**src/rtl/riscv_single_cycle_core.sv**
```systemverilog
// riscv_single_cycle_core: single-cycle RV32I core; define RISCV_HALT_EN to make ECALL/EBREAK freeze the core until reset
module riscv_single_cycle_core #(
  parameter logic [31:0] RESET_PC = 32'h0000_0000
) (
  input  logic        clk,
  input  logic        rset,
  input  logic [31:0] inst,
  input  logic [31:0] MEM_rData,
  output logic [31:0] pc,
  output logic [7:0]  MEM_addr,
  output logic [31:0] MEM_wDATA,
  output logic        dm_we
);
  localparam logic [6:0] OP_R = 7'b0110011, OP_I = 7'b0010011, OP_LD = 7'b0000011,
    OP_ST = 7'b0100011, OP_BR = 7'b1100011, OP_JAL = 7'b1101111, OP_JALR = 7'b1100111,
    OP_LUI = 7'b0110111, OP_AUIPC = 7'b0010111;
  logic [31:0] pc_q, pc_d, pc_4;
  logic [31:0] regs_q [32];
  logic [6:0]  opc;
  logic [4:0]  rd, rs1, rs2;
  logic [2:0]  f3;
  logic [31:0] imm_i, imm_s, imm_b, imm_u, imm_j;
  logic [31:0] rs1_v, rs2_v, op_b, alu, agu, rf_wd;
  logic        take, rf_we, st, freeze;
  assign opc   = inst[6:0];
  assign rd    = inst[11:7];
  assign f3    = inst[14:12];
  assign rs1   = inst[19:15];
  assign rs2   = inst[24:20];
  assign imm_i = {{20{inst[31]}}, inst[31:20]};
  assign imm_s = {{20{inst[31]}}, inst[31:25], inst[11:7]};
  assign imm_b = {{19{inst[31]}}, inst[31], inst[7], inst[30:25], inst[11:8], 1'b0};
  assign imm_u = {inst[31:12], 12'd0};
  assign imm_j = {{11{inst[31]}}, inst[31], inst[19:12], inst[20], inst[30:21], 1'b0};
  assign rs1_v = (rs1 == 5'd0) ? 32'd0 : regs_q[rs1];
  assign rs2_v = (rs2 == 5'd0) ? 32'd0 : regs_q[rs2];
  assign op_b  = (opc == OP_R) ? rs2_v : imm_i;
  assign agu   = rs1_v + ((opc == OP_ST) ? imm_s : imm_i);
  assign pc_4  = pc_q + 32'd4;
  assign pc        = pc_q;
  assign MEM_addr  = agu[9:2];
  assign MEM_wDATA = rs2_v;
  assign dm_we     = st & rset;
`ifdef RISCV_HALT_EN
  logic halted_q;
  logic is_sys;
  assign is_sys = (inst == 32'h0000_0073) || (inst == 32'h0010_0073);
  assign freeze = halted_q | is_sys;
  // Halt flag latches on ECALL/EBREAK and only reset releases it
  always_ff @(posedge clk or negedge rset)
    if (!rset) halted_q <= 1'b0;
    else       halted_q <= halted_q | is_sys;
`else
  assign freeze = 1'b0;
`endif
  // ALU: shared by register-register and register-immediate forms
  always_comb begin
    alu = 32'd0;
    case (f3)
      3'b000: alu = (opc == OP_R && inst[30]) ? rs1_v - op_b : rs1_v + op_b;
      3'b001: alu = rs1_v << op_b[4:0];
      3'b010: alu = {31'd0, $signed(rs1_v) < $signed(op_b)};
      3'b011: alu = {31'd0, rs1_v < op_b};
      3'b100: alu = rs1_v ^ op_b;
      3'b101: alu = inst[30] ? $unsigned($signed(rs1_v) >>> op_b[4:0]) : rs1_v >> op_b[4:0];
      3'b110: alu = rs1_v | op_b;
      default: alu = rs1_v & op_b;
    endcase
  end
  // Branch condition from funct3; reserved encodings never branch
  always_comb begin
    take = 1'b0;
    case (f3)
      3'b000: take = rs1_v == rs2_v;
      3'b001: take = rs1_v != rs2_v;
      3'b100: take = $signed(rs1_v) < $signed(rs2_v);
      3'b101: take = $signed(rs1_v) >= $signed(rs2_v);
      3'b110: take = rs1_v < rs2_v;
      3'b111: take = rs1_v >= rs2_v;
      default: take = 1'b0;
    endcase
  end
  // Decode: next pc, register write-back and store strobe; unknown opcodes fall through as NOP
  always_comb begin
    pc_d  = pc_4;
    rf_we = 1'b0;
    rf_wd = alu;
    st    = 1'b0;
    case (opc)
      OP_R, OP_I: rf_we = 1'b1;
      OP_LD: begin
        rf_we = (f3 == 3'b010);
        rf_wd = MEM_rData;
      end
      OP_ST: st = (f3 == 3'b010);
      OP_BR: pc_d = take ? pc_q + imm_b : pc_4;
      OP_JAL: begin
        rf_we = 1'b1;
        rf_wd = pc_4;
        pc_d  = pc_q + imm_j;
      end
      OP_JALR: begin
        rf_we = 1'b1;
        rf_wd = pc_4;
        pc_d  = agu & ~32'd1;
      end
      OP_LUI: begin
        rf_we = 1'b1;
        rf_wd = imm_u;
      end
      OP_AUIPC: begin
        rf_we = 1'b1;
        rf_wd = pc_q + imm_u;
      end
      default: ;
    endcase
    if (freeze) begin
      pc_d  = pc_q;
      rf_we = 1'b0;
      st    = 1'b0;
    end
  end
  // Program counter
  always_ff @(posedge clk or negedge rset)
    if (!rset) pc_q <= RESET_PC;
    else       pc_q <= pc_d;
  // Register file write port; x0 is never written so it stays zero
  always_ff @(posedge clk or negedge rset)
    if (!rset) for (int i = 0; i < 32; i++) regs_q[i] <= 32'd0;
    else if (rf_we && rd != 5'd0) regs_q[rd] <= rf_wd;
endmodule

```
**config.mk**
```make
export PLATFORM = sky130hd
export DESIGN_NAME = riscv_single_cycle_core
export DESIGN_NICKNAME = d
export VERILOG_FILES = /design/src/rtl/riscv_single_cycle_core.sv
export SDC_FILE = /design/constraint.sdc
export NUM_CORES = 2
export LEC_CHECK = 0
export BUFFER_PORTS_ARGS = -buffer_cell sky130_fd_sc_hd__buf_2
export CAP_MARGIN = 20
export CORE_ASPECT_RATIO = 2
export CORE_MARGIN = 3
export CORE_UTILIZATION = 45
export CTS_CLUSTER_SIZE = 20
export DETAILED_ROUTE_END_ITERATION = 7
export PLACE_DENSITY_LB_ADDON = 0.25
export SLEW_MARGIN = 10
export SYNTH_ARGS = -nofsm -noshare
export SYNTH_HDL_FRONTEND = slang
export SYNTH_SLANG_ARGS = --single-unit
```
**constraint.sdc**
```tcl
create_clock -name clk -period 5.45 [get_ports clk]
set_input_delay 0.8175 -clock clk [delete_from_list [all_inputs] [get_ports clk]]
set_output_delay 0.8175 -clock clk [all_outputs]
set_load 0.01 [all_outputs]
```
==> impl_summary.txt <==
----------------------------------------------------
[Die]
  Core area ... 162,000 um^2
  Floorplan die height ... between 500 and 600 um
  Initial standard-cell utilization of the core ... between 40% and 50%
  Die Area ... 168,000 um^2
  Row count ... 209
  Chip width ... approximately 300 um
  Number of ports placed on the die boundary ... roughly 140

[Placed design]
  Number of buffers added on ports ... between 100 and 150
  Dpl cells ... 10,766
  Post-DP Area ... around 90,000 um^2
  Final weighted congestion of routability-driven global placement ... 1.13
  Sum of net half-perimeters after detailed placement ... slightly below 300 mm

[Clocking]
  Clock slew at reported path FFs ... about 70 ps
  Maximum level of the CTS H-tree ... 3
  Clock Sink Count ... 1,055
  TritonCTS clock tree ... built
  Library cell used as clock root buffer ... clkbuf_16
  Worst-case clock buffer depth ... 3
  Hold bufs inserted after CTS ... 0
  Clock latency of the later-clocked register in the worst-skew pair ... 740 ps
  Total CTS buffers ... 101

[Setup path]
  Data required, critical path ... around 6100 ps
  FF-to-FF End ... regs_q[443]
  R2R Setup Slk ... -430 ps
  Highest net fanout along the worst path ... 8
  Origin of the worst setup path ... inst[20]
  CP arrival ... ~6700 ps
  Crit path capture type ... register
  Worst reg-to-reg path cell count ... 24
  Worst setup path endpoint ... pc[26]
  Type of the worst setup path ... input pin to register
  Startpoint kind of the worst setup timing path ... input pin
  Worst flop-to-flop path startpoint ... regs_q[522]

[STA]
  Max-slew violation count ... 2
  Slew at the pin with the worst max-slew slack ... about 1500 ps
  Hold Vio Cnt, Final ... 0
  Unrepaired setup endpoints after global routing ... true
  Final period util ... 112%
  Setup total negative slack ... -241,740 ps
  Worst Skew ... 50.3 ps
  Smallest setup slack after layout ... -642 ps
  Count of final setup violators ... 902
  Max Clk Rate ... 164 MHz
  Worst rel slew slack ... -1.69%
  Final critical path time including I/O delays and setup ... 6090 ps

[Final layout]
  Share of layout cells above drive strength 1 ... 42.7%
  Number of inserted filler cells in the final layout ... 13,494
  Layout-stage area growth over the synthesis result ... 36.1%
  Non-filler instance count after layout ... 11,150
  Final-stage net count ... 9,220
  Non-Filler Cell Area, Final ... 100,000 um^2

[GRT]
  Number of antenna violations at the first check in global routing ... 31
  All-layer global routing usage ... 47.2%
  Maximum number of pins on one net before global-route repair ... 174
  Via count of the first global-routing pass ... 75,708
  First-pass GRT wire length ... 562 mm
  Grt total ovfl ... 0

[Routing]
  Vias ... about 75,000
  Detailed-route DRC error count ... 0
  Violation count after the first detailed-routing iteration ... roughly 8,300
  Drt via density ... 6.72
  Drt first pass iters ... 8
  Total routed wirelength ... 409 mm
  Post-detailed-route wirelength per cell ... between 30 and 40 um
  Remaining antenna violation count after routing ... 0

[Synthesis]
  Count of unique library cells instantiated by Yosys ... 121
  Primary FF master, synth ... dfrtp_1
  Post-synthesis sequential area ratio ... 35.9%
  Mapped Cells ... 7,282
  Mapped cell area ... roughly 73,000 um^2
  Post-Synthesis Mean Instance Area ... 10.1 um^2
  Cell type contributing the most total cell area after synthesis ... dfrtp_1
  Number of flops mapped to enable cells by yosys ... 0
  Cell types occupying the most area after synthesis ... dfrtp_1 36%, mux4_2 15%, mux2_2 5.6%, nand2_1 5.2%, ha_1 3.6%
  Post-synthesis register bit count ... 1,055
  Synth warnings ... 0
  Post-synth net total ... 7,568
  Asr flop ratio synth ... 100%
  Portion of synthesized cell area occupied by the leading cell type ... 35.9%

[Pwr]
  Switching power total ... 9.49 mW
  Cell Pwr Density ... between 200 and 300 nW/um^2
  Internal power ... 16.3 mW
  Maximum ir drop on the vdd rail ... 0.324 mV
  Static leakage ... 45.7 nW
  Sw frac ... 36.8%
  Clock power share ... between 20% and 30%
  Relative contribution of sequential cells to total power ... roughly a third
  Combinational power share ... 36.2%

[Run status]
  Violations in the final reports ... capacitance limit, slew limit, setup timing
  Status ... finished, violations left

[Flow run]
  Max-cap check violation count ... 1

[Hold path]
  Min-delay worst type ... input pin to async pin

----------------------------------------------------
## layout make-up
| cell class | count | area (um^2) | area share (%) |
|---|---|---|---|
| Antenna cell | 24 | 60.1 | 0.0601 |
| Clock buffer | 141 | 2890 | 2.89 |
| Clock inverter | 44 | 624 | 0.624 |
| Inverter | 178 | 692 | 0.692 |
| Multi-Input combinational cell | 5365 | 46700 | 46.7 |
| Sequential cell | 1055 | 26400 | 26.4 |
| Tap cell | 2110 | 2640 | 2.64 |
| Timing Repair Buffer | 2233 | 20000 | 20.0 |
## flip-flops by register name, indices dropped and copies added, names as in the netlist
signal,count
regs_q,1024
pc,31
## stage by stage
step | utilization, % | total power [mW] | hold WS (ps) | worst slack, ps
floorplan | - | 12.7 | 428 | -914
global placement | 55.8 | 16.8 | 378 | -1980
detailed placement | 55.8 | 16.9 | 385 | -1970
CTS | 59.6 | 24.9 | 44.8 | -473
global route | 61.7 | 26.4 | 57.6 | -635
finish | 61.7 | 25.8 | 56.1 | -642
## cell usage after synthesis, drive strengths merged, types with 16 or more instances
| library cell | count |
|---|---|
| dfrtp | 1055 |
| nand2 | 1012 |
| o21ai | 592 |
| mux4 | 483 |
| clkbuf | 435 |
| a21oi | 430 |
| nor2 | 397 |
| mux2 | 368 |
| mux2i | 256 |
| buf | 249 |
| ha | 214 |
| o31ai | 178 |
| inv | 177 |
| nand3 | 111 |
| nor3 | 104 |
| xnor2 | 85 |
| a21o | 82 |
| a31oi | 75 |
| a22oi | 72 |
| nand2b | 65 |
| a211oi | 63 |
| o22ai | 58 |
| o21a | 41 |
| xor2 | 40 |
| a22o | 38 |
| a221oi | 37 |
| o211ai | 36 |
| o221ai | 36 |
| nor2b | 33 |
| nor4 | 33 |
| a211o | 31 |
| nand4 | 31 |
| or3 | 29 |
| and2 | 27 |
| o21bai | 25 |
| and3 | 22 |
| a2111oi | 20 |
| a21boi | 20 |
| or2 | 18 |
| a221o | 16 |
## critical path: stages
cell and delay (ps):
buf_16 160, buf_16 180, buf_12 130, buf_16 130, buf_6 100, buf_6 90, buf_12 120, mux4_2 520
mux4_2 500, nand2b_1 120, nand2_2 120, nand2_2 120, ha_4 140, and4_1 210, or3b_4 420, or2_4 320
or4_4 550, a21oi_4 160, buf_6 120, o21bai_1 100, o311ai_4 110, a311oi_4 130, buf_6 170, buf_6 140
a41o_1 250, a311oi_2 230, o21ai_1 120, a2111o_1 370
## routing by layer
layer	GRT usage, %	vias to the layer above	wire length, um
met4	54.5	12	59700
met1	45.4	37127	123000
met3	14.1	2262	38800
met5	0	-	73
met2	75.7	5045	188000
li1	-	30517	-
## kinds of logic (layout without fill, tap and decap cells)
family / count (synthesis) / count (layout) / synth area share, %
AOI/OAI and AO/OA: 1986 / 1986 / 18.0
xor gates and xnor gates: 125 / 125 / 1.49
adders and majority gates: 220 / 220 / 3.81
buffers and inverters: 862 / 2596 / 5.37
DFF: 1055 / 1055 / 35.9
muxes: 1107 / 1107 / 23.9
other: 1 / 25 / 0.00510
and+or+nand+nor: 1926 / 1926 / 11.5
## worst min path at each step
stage	start	end	slack (ps)	cells after the start
after floorplan	regs_q[996]	regs_q[996]	430	1
after detailed placement	regs_q[1023]	regs_q[1023]	390	0
final	rset	regs_q[1010]	60	1
after global routing	rset	regs_q[1010]	60	1
after CTS	rset	regs_q[84]	40	1
after global placement	regs_q[1003]	regs_q[1003]	380	0
## timing repair
| action | in CTS | in global routing |
|---|---|---|
| endpoints found under the setup margin | 934 | 934 |
| endpoints found under the hold margin | 0 | 0 |
| resized for setup | 284 | 491 |
| pin swaps | 56 | 174 |
| setup buffers | 76 | 81 |
| cloned | 18 | 16 |
## cells in the final DEF, fill, tap and decap left out, types with 177 or more instances in the layout
| cell | instances |
|---|---|
| buf_12 | 177 |
| ha_1 | 187 |
| dfrtp_1 | 1055 |
| nand2_1 | 965 |
| a21oi_1 | 327 |
| o21ai_0 | 428 |
| mux2i_1 | 244 |
| nor2_1 | 332 |
| mux2_2 | 308 |
| mux4_2 | 480 |
| buf_4 | 1785 |
## power by group through the flow
stage	clock (mW)	sequential, mW	combinational (mW)
after floorplan	0	8.70	4.02
after global placement	0	8.82	8.02
after detailed placement	0	8.85	8.08
after CTS	7.72	8.70	8.48
after global routing	8.02	8.74	9.68
final	7.71	8.73	9.32
No activity file was read; power rests on OpenSTA's default activity.
